### config.mk
export PLATFORM = sky130hd
export DESIGN_NAME = result_collector
export DESIGN_NICKNAME = d
export VERILOG_FILES = /design/src/rtl/result_collector.sv
export SDC_FILE = /design/constraint.sdc
export NUM_CORES = 1
export LEC_CHECK = 0
export ABC_AREA = 1
export CAP_MARGIN = 20
export CELL_PAD_IN_SITES_DETAIL_PLACEMENT = 0
export CELL_PAD_IN_SITES_GLOBAL_PLACEMENT = 1
export CORE_MARGIN = 2
export CORE_UTILIZATION = 32
export CTS_BUF_LIST = sky130_fd_sc_hd__clkbuf_2
export DETAILED_ROUTE_END_ITERATION = 12
export PLACE_DENSITY_LB_ADDON = 0.08
export SETUP_SLACK_MARGIN = 0.3
export SLEW_MARGIN = 25
export SYNTH_ARGS = -nofsm -noshare
export SYNTH_HDL_FRONTEND = slang
export SYNTH_SLANG_ARGS = --single-unit
export TNS_END_PERCENT = 30
### constraint.sdc
create_clock -name i_clk -period 1.6 [get_ports i_clk]
set_clock_uncertainty 0.2 [all_clocks]
set_input_delay 0.24 -clock i_clk [delete_from_list [all_inputs] [get_ports i_clk]]
set_output_delay 0.24 -clock i_clk [all_outputs]
set_load 0.005 [all_outputs]
### src/rtl/result_collector.sv
// Collects a 128-bit AES or 512-bit Keccak result and drains it as 32-bit words, LSW first.
// Optional macro RESULT_COLLECTOR_BYTESWAP_EN reverses byte order within each output word.
module result_collector (
    input  logic         i_clk,
    input  logic         i_reset,
    input  logic         i_aes_or_keccak,
    input  logic         i_done,
    input  logic [511:0] i_result,
    input  logic         i_ready,
    input  logic         i_clr_err,
    output logic [31:0]  o_word,
    output logic         o_valid,
    output logic         o_last,
    output logic [4:0]   o_remaining,
    output logic         o_busy,
    output logic         o_overrun
);

    localparam logic [4:0] AES_WORDS    = 5'd4;
    localparam logic [4:0] KECCAK_WORDS = 5'd16;

    typedef enum logic {
        IDLE  = 1'b0,
        DRAIN = 1'b1
    } state_t;

    state_t       r_state;
    state_t       w_next_state;
    logic [511:0] r_buf;
    logic [4:0]   r_remaining;
    logic         r_overrun;

    logic         w_xfer;
    logic         w_last;
    logic         w_last_xfer;
    logic         w_capture;
    logic         w_drop;
    logic [511:0] w_load;

`ifdef RESULT_COLLECTOR_BYTESWAP_EN
    function automatic logic [31:0] byte_swap(input logic [31:0] w);
        return {w[7:0], w[15:8], w[23:16], w[31:24]};
    endfunction
`endif

    assign w_xfer      = (r_state == DRAIN) && i_ready;
    assign w_last      = (r_state == DRAIN) && (r_remaining == 5'd1);
    assign w_last_xfer = w_xfer && w_last;

    // A new result is accepted when idle, or exactly as the final word leaves.
    assign w_capture = i_done && ((r_state == IDLE) || w_last_xfer);
    assign w_drop    = i_done && (r_state == DRAIN) && !w_last_xfer;

    // Upper bits are cleared for AES so the buffer drains to zero after its 4 words.
    assign w_load = i_aes_or_keccak ? {384'b0, i_result[127:0]} : i_result;

    always_ff @(posedge i_clk or negedge i_reset) begin
        if (!i_reset) begin
            r_state <= IDLE;
        end else begin
            r_state <= w_next_state;
        end
    end

    always_comb begin
        w_next_state = r_state;
        case (r_state)
            IDLE: begin
                if (i_done) begin
                    w_next_state = DRAIN;
                end
            end
            DRAIN: begin
                if (w_last_xfer) begin
                    w_next_state = i_done ? DRAIN : IDLE;
                end
            end
            default: w_next_state = IDLE;
        endcase
    end

    always_ff @(posedge i_clk or negedge i_reset) begin
        if (!i_reset) begin
            r_buf       <= '0;
            r_remaining <= '0;
        end else if (w_capture) begin
            r_buf       <= w_load;
            r_remaining <= i_aes_or_keccak ? AES_WORDS : KECCAK_WORDS;
        end else if (w_xfer) begin
            r_buf       <= {32'b0, r_buf[511:32]};
            r_remaining <= r_remaining - 5'd1;
        end
    end

    // Set has priority over clear so a simultaneous drop is never lost.
    always_ff @(posedge i_clk or negedge i_reset) begin
        if (!i_reset) begin
            r_overrun <= 1'b0;
        end else if (w_drop) begin
            r_overrun <= 1'b1;
        end else if (i_clr_err) begin
            r_overrun <= 1'b0;
        end
    end

`ifdef RESULT_COLLECTOR_BYTESWAP_EN
    assign o_word = byte_swap(r_buf[31:0]);
`else
    assign o_word = r_buf[31:0];
`endif

    assign o_valid     = (r_state == DRAIN);
    assign o_busy      = (r_state == DRAIN);
    assign o_last      = w_last;
    assign o_remaining = r_remaining;
    assign o_overrun   = r_overrun;

endmodule
==> flow_metrics.py, run 1 <==
metrics = {
    "critical_path": {
        "setup.worst_path.start_class": "register",
        "r2r_slack_ns": -0.87,
        "path_buf_inv": 1,
        "r2r_cells": 13,
        "slowest_delay_ns": 0.43,
        "slowest_stage": "dfrtp_1",
        "crit_fanout": 2,
        "crit_cells": 3,
        "crit_family": "flip-flops",
        "cp.arrival_ns": 2.23,
        "critical_path_class": "reg2out",
        "cp.required_ns": 1.16,
        "crit_path_end_kind": "primary output",
        "cp_cell_sequence": "ha_4, and3_4, buf_6",
    },
    "placed_design": {
        "gp_congestion": 0.839,
        "dpl.hpwl_um": 80700,
        "portBuffers": 558,
        "place_area_mm2": 0.0371,
        "dp_cells": 5795,
    },
    "run_status": {
        "outcome": "finished, violations left",
        "failed_checks": "setup timing",
    },
    "logic_synthesis": {
        "synth.distinct_cells": 19,
        "yosys.area.top_type": "dfrtp_1",
        "synth.yosys.seq_area_share_pct": 45.1,
        "synth-edff-count": 0,
        "synth_top_area_share_pct": 45.1,
        "synth_seq_cells": 519,
        "syn_inst": 4205,
        "postSynthNetCount": 4725,
        "synthesis.area_mm2": 0.0288,
        "async_flop_share_pct": 100,
        "yosys_warnings": 0,
        "synth_area_leaders": "dfrtp_1 (45%), nand2_1 (24%), nand3_1 (15%)",
        "syn_avg_cell_area_um2": 6.85,
        "synth_ff_type": "dfrtp_1",
    },
    "finish": {
        "stdcell_count": 7309,
        "post-route-util_pct": 64.4,
        "stdcell_area_mm2": 0.0572,
        "finalNetCount": 6543,
        "layout-drive-gt1-share_pct": 22.0,
        "area_delta_synth_final_pct": 98.7,
    },
    "sta": {
        "relSlewSlack_pct": 35.1,
        "timing.fmax_mhz": 375,
        "rsz0062_at_grt": "yes",
        "tightestPinTransition_ns": 0.971,
        "setup_viol": 668,
        "layout_setup_ws_ns": -1.07,
        "setup_tns_ns": -389.91,
        "slew_violations": 0,
        "fin_crit_ns": 2.67,
        "min_period_over_period_pct": 167,
        "hold_viol_final": 0,
    },
    "floorplanning": {
        "die_h_um": 304,
        "initial_core_util_pct": 32.4,
        "fp.dieW_um": 304,
        "die_area_mm2": 0.0924,
        "core_area_mm2": 0.0888,
        "rows": 109,
        "ioPinCount": 559,
    },
    "drt": {
        "vias": 35700,
        "route.met3.wl_um": 6440,
        "drt_iter0_drc": 2383,
        "wl_met1_um": 56800,
        "ant_nets": 0,
        "vias_per_cell": 4.89,
        "wire_per_inst_um": 19.4,
        "totalWireLength_um": 142000,
        "dr_wl_met2_um": 72800,
        "route.detailed.drc": 0,
        "maxUsedRoutingLayer": "met5",
        "drtPass1Iterations": 5,
    },
    "grt": {
        "grt_pass1_vias": 37300,
        "grt_pass1_wl_um": 212000,
        "antenna_found_initial": 16,
        "overflow": 0,
        "track_usage_pct": 29.4,
        "grt_max_degree": 119,
    },
    "job": {
        "drv_cap": 0,
    },
    "min_path": {
        "hold_depth": 7,
        "hold_class": "in2reg",
    },
    "clock_network": {
        "cts_buffers": 155,
        "cts.path.max_buffers": 3,
        "htreeDepth": 4,
        "clock_latency_ns": 1.36,
        "cts.root.buffer_cell": "clkbuf_2",
        "clk_pin_slew_ns": 0.09,
        "cts_sinks": 519,
        "cts_tree": "yes",
    },
    "power": {
        "power_per_cell_area_mw_per_mm2": 1090,
        "ir_worst_vdd_mv": 0.555,
        "p_leak_nw": 27.5,
    },
}
-- stage by stage --
step / hold slack (ns) / setup slack, ns / power, W
after detailed placement: -0.0941 / -0.700 / 0.0399
after global placement: -0.0953 / -0.694 / 0.0398
final: 0.104 / -1.07 / 0.0625
after floorplan: -0.256 / -0.101 / 0.0317
after CTS: -0.0752 / -1.25 / 0.0581
after global routing: 0.0107 / -1.26 / 0.0667
-- final timing paths --
check | from | to
max | o_remaining[0] | o_last
max reg2reg | o_remaining[0] | r_buf[86]
min | i_done | r_buf[278]
min reg2reg | r_buf[0] | r_buf[0]
max in group asynchronous | i_reset | r_buf[282]
min in group asynchronous | i_reset | r_buf[26]
-- cell type report --
class	count	area, um2
tap	1165	1460
fill	7496	31600
multi-input combinational	2850	16500
clock buffer	218	1090
clock inverter	42	236
timing repair buffer	2009	23000
antenna	18	45.0
sequential	519	13000
inverter	488	1850
-- power breakdown --
group	leakage, nW	internal (W)	switching (W)	total (W)
clock	1.03	0.00410	0.00635	0.0104
sequential	6.88	0.0177	0.00272	0.0204
combinational	19.6	0.0154	0.0163	0.0317
total	27.5	0.0372	0.0253	0.0625
-- cells in the mapped netlist (2+ instances only) --
cell type	instances
o21ai_0	25
ha_1	2
nor2_1	5
xnor2_1	2
buf_2	116
clkbuf_1	180
nand3b_1	128
inv_2	3
inv_1	485
nand2_1	1806
o21ai_1	10
buf_1	8
buf_4	44
nand3_1	868
dfrtp_1	519
-- state kept, by name, indices dropped and copies added, names as in the netlist --
name         cells
r_buf          512
o_remaining      5
o_overrun        1
o_busy           1
-- kinds of logic (layout without fill, tap and decap cells) --
kind of cell / Yosys count / after routing / synth area share [%]
other cells: 0 / 18 / 0
xor+xnor: 3 / 3 / 0.0913
compound gates: 36 / 36 / 0.630
flops: 519 / 519 / 45.1
simple gates: 2809 / 2809 / 42.1
buf+inv: 836 / 2757 / 12.0
fa+ha+maj: 2 / 2 / 0.0869
-- tightest hold or removal path, cell delays in order --
cell and delay (ns):
dlygate4sd3_1 0.58, buf_8 0.16, buf_4 0.20, buf_12 0.20, nand3_4 0.10, nand3_2 0.04, nand2_1 0.05
-- repair_timing --
item	4_1_cts	5_1_grt
hold buffers	1040	0
hold endpoints to repair	1038	0
cloned	71	29
gates resized for setup	578	664
endpoints found under the setup margin	560	1055
setup buffers	61	35
pin swaps	153	301
-- metal layers --
layer / up-vias / track usage, %
li1: 16800 / -
met1: 17400 / 35.7
met2: 1176 / 51.8
met5: - / 0
met3: 362 / 3.96
met4: 2 / 13.5
-- cell usage in the layout (no fill, tap or decap), drive strengths merged --
cell / instances
buf: 431
ha: 2
xor2: 1
clkinv: 33
dlygate4sd3: 1038
o21ai: 35
o22ai: 1
nand2: 1806
dfrtp: 519
bufinv: 3
inv: 494
nand4: 1
and3: 1
xnor2: 2
clkdlybuf4s50: 515
clkbuf: 243
nor2: 5
nand3: 868
nand3b: 128
diode: 18
Power figures use the tool's default switching activity.
==> inputs of run 2 (changes only) <==
--- a/config.mk
+++ b/config.mk
@@ -10,8 +10,7 @@
 export CELL_PAD_IN_SITES_DETAIL_PLACEMENT = 0
 export CELL_PAD_IN_SITES_GLOBAL_PLACEMENT = 1
 export CORE_MARGIN = 2
-export CORE_UTILIZATION = 32
-export CTS_BUF_LIST = sky130_fd_sc_hd__clkbuf_2
+export CORE_UTILIZATION = 30
 export DETAILED_ROUTE_END_ITERATION = 12
 export PLACE_DENSITY_LB_ADDON = 0.08
 export SETUP_SLACK_MARGIN = 0.3
==> flow_metrics.py, run 2 (synthesized netlist as in run 1, its figures left out) <==
metrics = {
    "sta": {
        "hold_viol_final": 0,
        "timing.fmax_mhz": 480,
        "layout_setup_ws_ns": -0.485,
        "rsz0062_at_grt": "yes",
        "setup_viol": 560,
        "min_period_over_period_pct": 130,
        "holdWs_ns": 0.0372,
        "relSlewSlack_pct": 56.4,
        "tightestPinTransition_ns": 0.654,
        "slew_violations": 0,
        "fin_crit_ns": 2.09,
    },
    "placed_design": {
        "gp_congestion": 0.815,
        "dpl.hpwl_um": 81400,
        "portBuffers": 558,
    },
    "finish": {
        "area_delta_synth_final_pct": 40.3,
        "fillers": 10100,
        "layout-drive-gt1-share_pct": 8.96,
        "final_common_cell": "nand2_1",
        "largest_reg_flops": 512,
        "regMostFlops": "r_buf",
        "finalNetCount": 5240,
        "final_cell_mix": "nand2_1 (1,765), nand3_1 (826), clkdlybuf4s50_1 (548), dfrtp_1 (519), inv_1 (484)",
    },
    "drt": {
        "drtPass1Iterations": 8,
        "wire_per_inst_um": 19.5,
        "vias": 28400,
        "ant_nets": 0,
        "totalWireLength_um": 117000,
        "route.detailed.drc": 0,
        "vias_per_cell": 4.71,
        "drt_iter0_drc": 2044,
    },
    "power": {
        "p_seq_share_pct": 36.4,
        "ir_worst_vdd_mv": 0.770,
        "power_w": 0.0559,
        "p_leak_nw": 21.1,
        "p_int_w": 0.0353,
        "netSwitchingPower_w": 0.0206,
        "p_comb_share_pct": 36.8,
        "swShare_pct": 36.9,
        "clockPowerShare_pct": 26.8,
        "power_per_cell_area_mw_per_mm2": 1380,
    },
    "floorplanning": {
        "initial_core_util_pct": 30.3,
        "die_h_um": 314,
        "fp.dieW_um": 314,
        "rows": 113,
        "core_area_mm2": 0.0950,
        "die_area_mm2": 0.0984,
        "ioPinCount": 559,
    },
    "clock_network": {
        "clk_pin_slew_ns": 0.06,
        "cts_tree": "yes",
        "cts_sinks": 519,
        "htreeDepth": 3,
        "clock_latency_ns": 0.61,
        "cts.root.buffer_cell": "clkbuf_16",
        "cts.path.max_buffers": 3,
        "cts_buffers": 67,
    },
    "critical_path": {
        "slowest_stage": "dfrtp_1",
        "cp_cell_sequence": "inv_2, ha_4, nand4_1, nand2_8, nand2_8, buf_12, buf_16, buf_12, nand2_2, nand3_1, nand2_1",
        "slowest_delay_ns": 0.40,
        "crit_path_end_kind": "register",
        "cp.arrival_ns": 2.42,
        "path_buf_inv": 4,
        "setup.worst_path.start_class": "register",
        "crit_family": "simple AND/OR/NAND/NOR gates",
        "r2r-start": "o_remaining[1]",
        "r2r_cells": 11,
        "cp.required_ns": 1.93,
        "r2r_slack_ns": -0.49,
        "critical_path_class": "reg2reg",
        "crit_fanout": 7,
        "r2r_end": "r_buf[186]",
    },
    "grt": {
        "grt_pass1_wl_um": 173000,
        "grt_pass1_vias": 28800,
        "track_usage_pct": 22.8,
        "grt_max_degree": 142,
        "antenna_found_initial": 9,
        "overflow": 0,
    },
    "min_path": {
        "min_to": "r_buf[497]",
        "hold_depth": 3,
        "min_from": "i_result[497]",
        "hold_class": "in2reg",
    },
    "run_status": {
        "failed_checks": "setup timing",
        "outcome": "finished, violations left",
    },
    "job": {
        "drv_cap": 0,
    },
}
-- run 2: changes by cell type in the layout (fill, tap and decap cells not counted), sizes merged, moves of 3 or more --
cell,delta
bufinv,-3
clkdlybuf4s50,+33
buf,-214
dlygate4sd3,-1029
diode,-12
clkinv,-21
inv,-5
clkbuf,-129
-- run 2: power by group through the flow --
stage                     Combinational [W]  Clock [W]  Sequential [W]
final                                0.0206     0.0150          0.0204
after global routing                 0.0232     0.0158          0.0209
after CTS                            0.0201     0.0154          0.0204
after detailed placement             0.0193          0          0.0205
after global placement               0.0192          0          0.0205
after floorplan                      0.0121          0          0.0197
-- run 2: through the flow --
stage	setup TNS (ns)	util, %	setup slack [ns]	std cells	cell area [um2]
floorplan	-41.58	-	-0.101	4205	29100
global placement	-273.35	38.8	-0.654	5868	36900
detailed placement	-282.68	38.8	-0.675	5868	36900
CTS	-231.30	41.7	-0.527	6007	39700
global route	-267.02	42.5	-0.566	6031	40400
finish	-219.25	42.5	-0.485	6034	40400
-- run 2: cell type report --
| cell class | instances | area, um2 | share of cell area [%] |
|---|---|---|---|
| Clock buffer | 99 | 2060 | 5.11 |
| Sequential cell | 519 | 13000 | 32.2 |
| Clock inverter | 13 | 68.8 | 0.170 |
| Multi-Input combinational cell | 2851 | 12800 | 31.7 |
| Timing Repair Buffer | 793 | 9020 | 22.3 |
| Inverter | 488 | 1860 | 4.60 |
| Tap cell | 1265 | 1580 | 3.92 |
| Antenna cell | 6 | 15.0 | 0.0372 |
-- run 2: worst register-to-register path, delay by kind of cell, from the launching register on --
kind          cells  cell delay (ns)
simple gates      6             0.72
buf+inv           4             0.58
flops             1             0.40
fa+ha+maj         1             0.13
-- run 2: what timing repair did --
action,CTS,global route
gates resized for setup,95,75
gates cloned,8,17
hold endpoints to repair,532,0
setup buffers,9,4
setup endpoints to repair,560,570
pin swaps,8,27
hold buffers,10,0
-- run 2: worst max path at each step --
| stage | depth (start not counted) | slack (ns) | startpoint | end |
|---|---|---|---|---|
| 2_1_floorplan | 9 | -0.10 | o_remaining[1] | r_buf[212] |
| 3_3_place_gp | 8 | -0.65 | i_ready | r_buf[144] |
| 3_5_place_dp | 8 | -0.67 | i_ready | r_buf[144] |
| 4_1_cts | 4 | -0.53 | o_remaining[2] | o_last |
| 5_1_grt | 9 | -0.57 | o_remaining[1] | r_buf[131] |
| 6_report | 11 | -0.49 | o_remaining[1] | r_buf[186] |
-- run 2: layer usage --
layer  part of all wire [%]  up-vias  wire, um  global-route usage (%)
met5                  0.034        -        40                       0
met4                    2.2        6      2570                    5.86
met3                    4.8      132      5610                    3.44
met2                     50      690     58200                    39.3
met1                     43    13600     51100                    29.9
li1                       -    14000         -                       -
==> RTL edit (settings of run 1) <==
Put one more register stage on the output `o_overrun`, cleared by the reset. The value now appears one clock later. The other outputs are not delayed to match.
--- a/src/rtl/result_collector.sv
+++ b/src/rtl/result_collector.sv
@@ -115,3 +115,9 @@
     assign o_remaining = r_remaining;
-    assign o_overrun   = r_overrun;
+    always_ff @(posedge i_clk or negedge i_reset) begin
+        if (!i_reset) begin
+            o_overrun <= '0;
+        end else begin
+            o_overrun <= r_overrun;
+        end
+    end
 
Formal check against the unedited RTL: not equivalent (a bounded check fails within 4 cycles, from zero or initial values and one cycle with i_reset low).
==> RTL edit against run 1 <==
- total power decreased by 5.5%
- critical endpoint is now r_buf[397]
- wire length decreased by 5.1%
- critical path type is now reg2reg
- sequential cell count rose by 1
- the run ends with hold timing, setup timing left
- count of clock-buffer cells in the layout down 2
- synthesized area about the same
- worst setup slack worse by 380 ps
- clock power barely moved
- global-route usage decreased by 1.3 points
- largest power group unchanged
- design area decreased by 5.3%
- die area barely moved
==> RTL edit: results (changes against run 1) <==
| Metric | Value |
|---|---|
| Source-to-sink clock delay at the later pin of the worst-skew pair | `1330 ps (-30 ps)` |
| Area share of the largest cell type after synthesis | `45.2% (+0.063 points)` |
| Leakage power | `26.7 nW (-3.0%)` |
| Total via count after detailed routing | `34600 (-3.2%)` |
| Worst Min Path Start | `i_ready` |
| Post-layout instance area | `0.0541 sq mm (-5.3%)` |
| Failing checks | `hold timing, setup timing` |
| Placer Congestion | `0.830 (-1.1%)` |
| Number of buffers inserted during clock tree synthesis | `153 (-1.3%)` |
| Number of hold violations in the final report | `7 (+7)` |
| Detailed placement HPWL | `79.9 mm (-0.93%)` |
| Root buffer selected by CTS | `sky130_fd_sc_hd__clkbuf_2` |
| Via count of the first global-routing pass | `36500 (-1.9%)` |
| Worst path arrival time | `4070 ps (+1840 ps)` |
| Worst voltage drop across the vdd grid | `0.471 mV (-15%)` |
| Final net count | `6460 (-1.3%)` |
| Wire length of the first global-routing pass | `204 mm (-3.7%)` |
| Fraction of the yosys area taken by sequential cells | `45.2% (+0.063 points)` |
| Layout cells sized above 1 | `18.1% (-3.9 points)` |
| Number of nets in the synthesized netlist | `4726 (+0.021%)` |
| Largest net degree at the start of global routing | `91 (-24%)` |
| Setup slack of the most critical reg-to-reg path | `-1440 ps (-570 ps)` |
| Capturing instance or port of the critical path | `r_buf[397]` |
| Endpoint, Worst Hold | `r_buf[383]` |
| Total placed instance area | `0.0369 sq mm (-0.49%)` |
| Leading post-synthesis cells by cell area | `sky130_fd_sc_hd__dfrtp_1 (45%), sky130_fd_sc_hd__nand2_1 (24%), sky130_fd_sc_hd__nand3_1 (15%)` |
| Maximum fanout count along the critical path | `7 (+5)` |
| Peak per-stage delay on the critical path | `410 ps (-20 ps)` |
| Worst hold stages | `7 (unchanged)` |
| Average wire length per cell after detail routing | `18.7 microns (-4.0%)` |
| Result of the run | `finished with violations` |
| GRT Resource Usage Total | `28.2% (-1.3 points)` |
| Worst hold slack | `-116 ps (-220 ps)` |
| Number of buffers added to fix hold violations after cts | `1031 (-0.87%)` |
| Number of failing setup endpoints in the final timing report | `560 (-16%)` |
| Iteration-0 DRC Markers | `2388 (+0.21%)` |
| Number of antenna violations at the first check in global routing | `10 (-6)` |
| Setup WS post-layout | `-1440 ps (-378 ps)` |
| Synth cell count leaders | `sky130_fd_sc_hd__nand2_1 (1807), sky130_fd_sc_hd__nand3_1 (869), sky130_fd_sc_hd__dfrtp_1 (520), sky130_fd_sc_hd__inv_1 (484), sky130_fd_sc_hd__clkbuf_1 (172)` |
| Crit-path leading delay family | `buffers and inverters` |
## RTL edit: report_power, final
| group | switching (W) | internal, W | total [W] |
|---|---|---|---|
| registers | 0.00277 | 0.0177 | 0.0205 |
| clock network | 0.00622 | 0.00421 | 0.0104 |
| logic | 0.0147 | 0.0135 | 0.0282 |
## RTL edit: worst register-to-register path, stage by stage, from the launching register on
cell and delay (ps):
sky130_fd_sc_hd__dfrtp_1 410, sky130_fd_sc_hd__inv_2 90, sky130_fd_sc_hd__ha_4 140, sky130_fd_sc_hd__nand2_4 50
sky130_fd_sc_hd__buf_6 100, sky130_fd_sc_hd__buf_6 100, sky130_fd_sc_hd__buf_6 100, sky130_fd_sc_hd__buf_6 100
sky130_fd_sc_hd__buf_6 100, sky130_fd_sc_hd__buf_6 100, sky130_fd_sc_hd__buf_6 100, sky130_fd_sc_hd__buf_6 100
sky130_fd_sc_hd__nor2_4 90, sky130_fd_sc_hd__nand3_4 120, sky130_fd_sc_hd__nand2_8 180, sky130_fd_sc_hd__buf_12 140
sky130_fd_sc_hd__nand2_8 70, sky130_fd_sc_hd__buf_12 170, sky130_fd_sc_hd__buf_12 140, sky130_fd_sc_hd__buf_16 140
sky130_fd_sc_hd__nand2_2 60, sky130_fd_sc_hd__nand3_2 60, sky130_fd_sc_hd__nand2_1 70
## RTL edit: cell type report
type | instances | area [sq um]
Fill cell | 8008 | 35500
Sequential cell | 520 | 13000
Tap cell | 1176 | 1470
Timing Repair Buffer | 1923 | 21300
Inverter | 487 | 1860
Clock buffer | 216 | 1080
Antenna cell | 11 | 27.5
Multi-Input combinational cell | 2855 | 15100
Clock inverter | 36 | 241
## RTL edit: timing repair
action / in CTS / in global routing
gates resized for setup: 533 / 407
pin swaps: 90 / 152
endpoints found under the setup margin: 560 / 798
endpoints found under the hold margin: 1039 / 23
cloned: 47 / 24
setup buffers: 47 / 15
## RTL edit: through the flow
stage / power [W] / cells / hold slack (ps) / worst slack, ps / setup TNS, ps
2_1_floorplan: 0.0315 / 4206 / -256 / -200 / -93620
3_3_place_gp: 0.0399 / 5797 / 78.2 / -713 / -298460
3_5_place_dp: 0.0400 / 5797 / 69.3 / -721 / -300560
4_1_cts: 0.0566 / 7174 / -281 / -1440 / -717370
5_1_grt: 0.0633 / 7221 / -176 / -1540 / -781980
6_report: 0.0591 / 7224 / -116 / -1440 / -725180
## RTL edit: per-layer routing
layer / wire, microns / global-route usage, %
met4: 5450 / 13.0
met3: 5510 / 4.02
met1: 55700 / 33.8
met2: 68100 / 49.9
met5: 13 / 0
## RTL edit: cells by family after synthesis
family	Yosys count	synth area share (%)
and+or+nand+nor	2810	42.1
xor gates and xnor gates	3	0.0913
buffers and inverters	835	11.9
DFF	520	45.2
adders and majority gates	2	0.0869
AOI/OAI and AO/OA	36	0.643
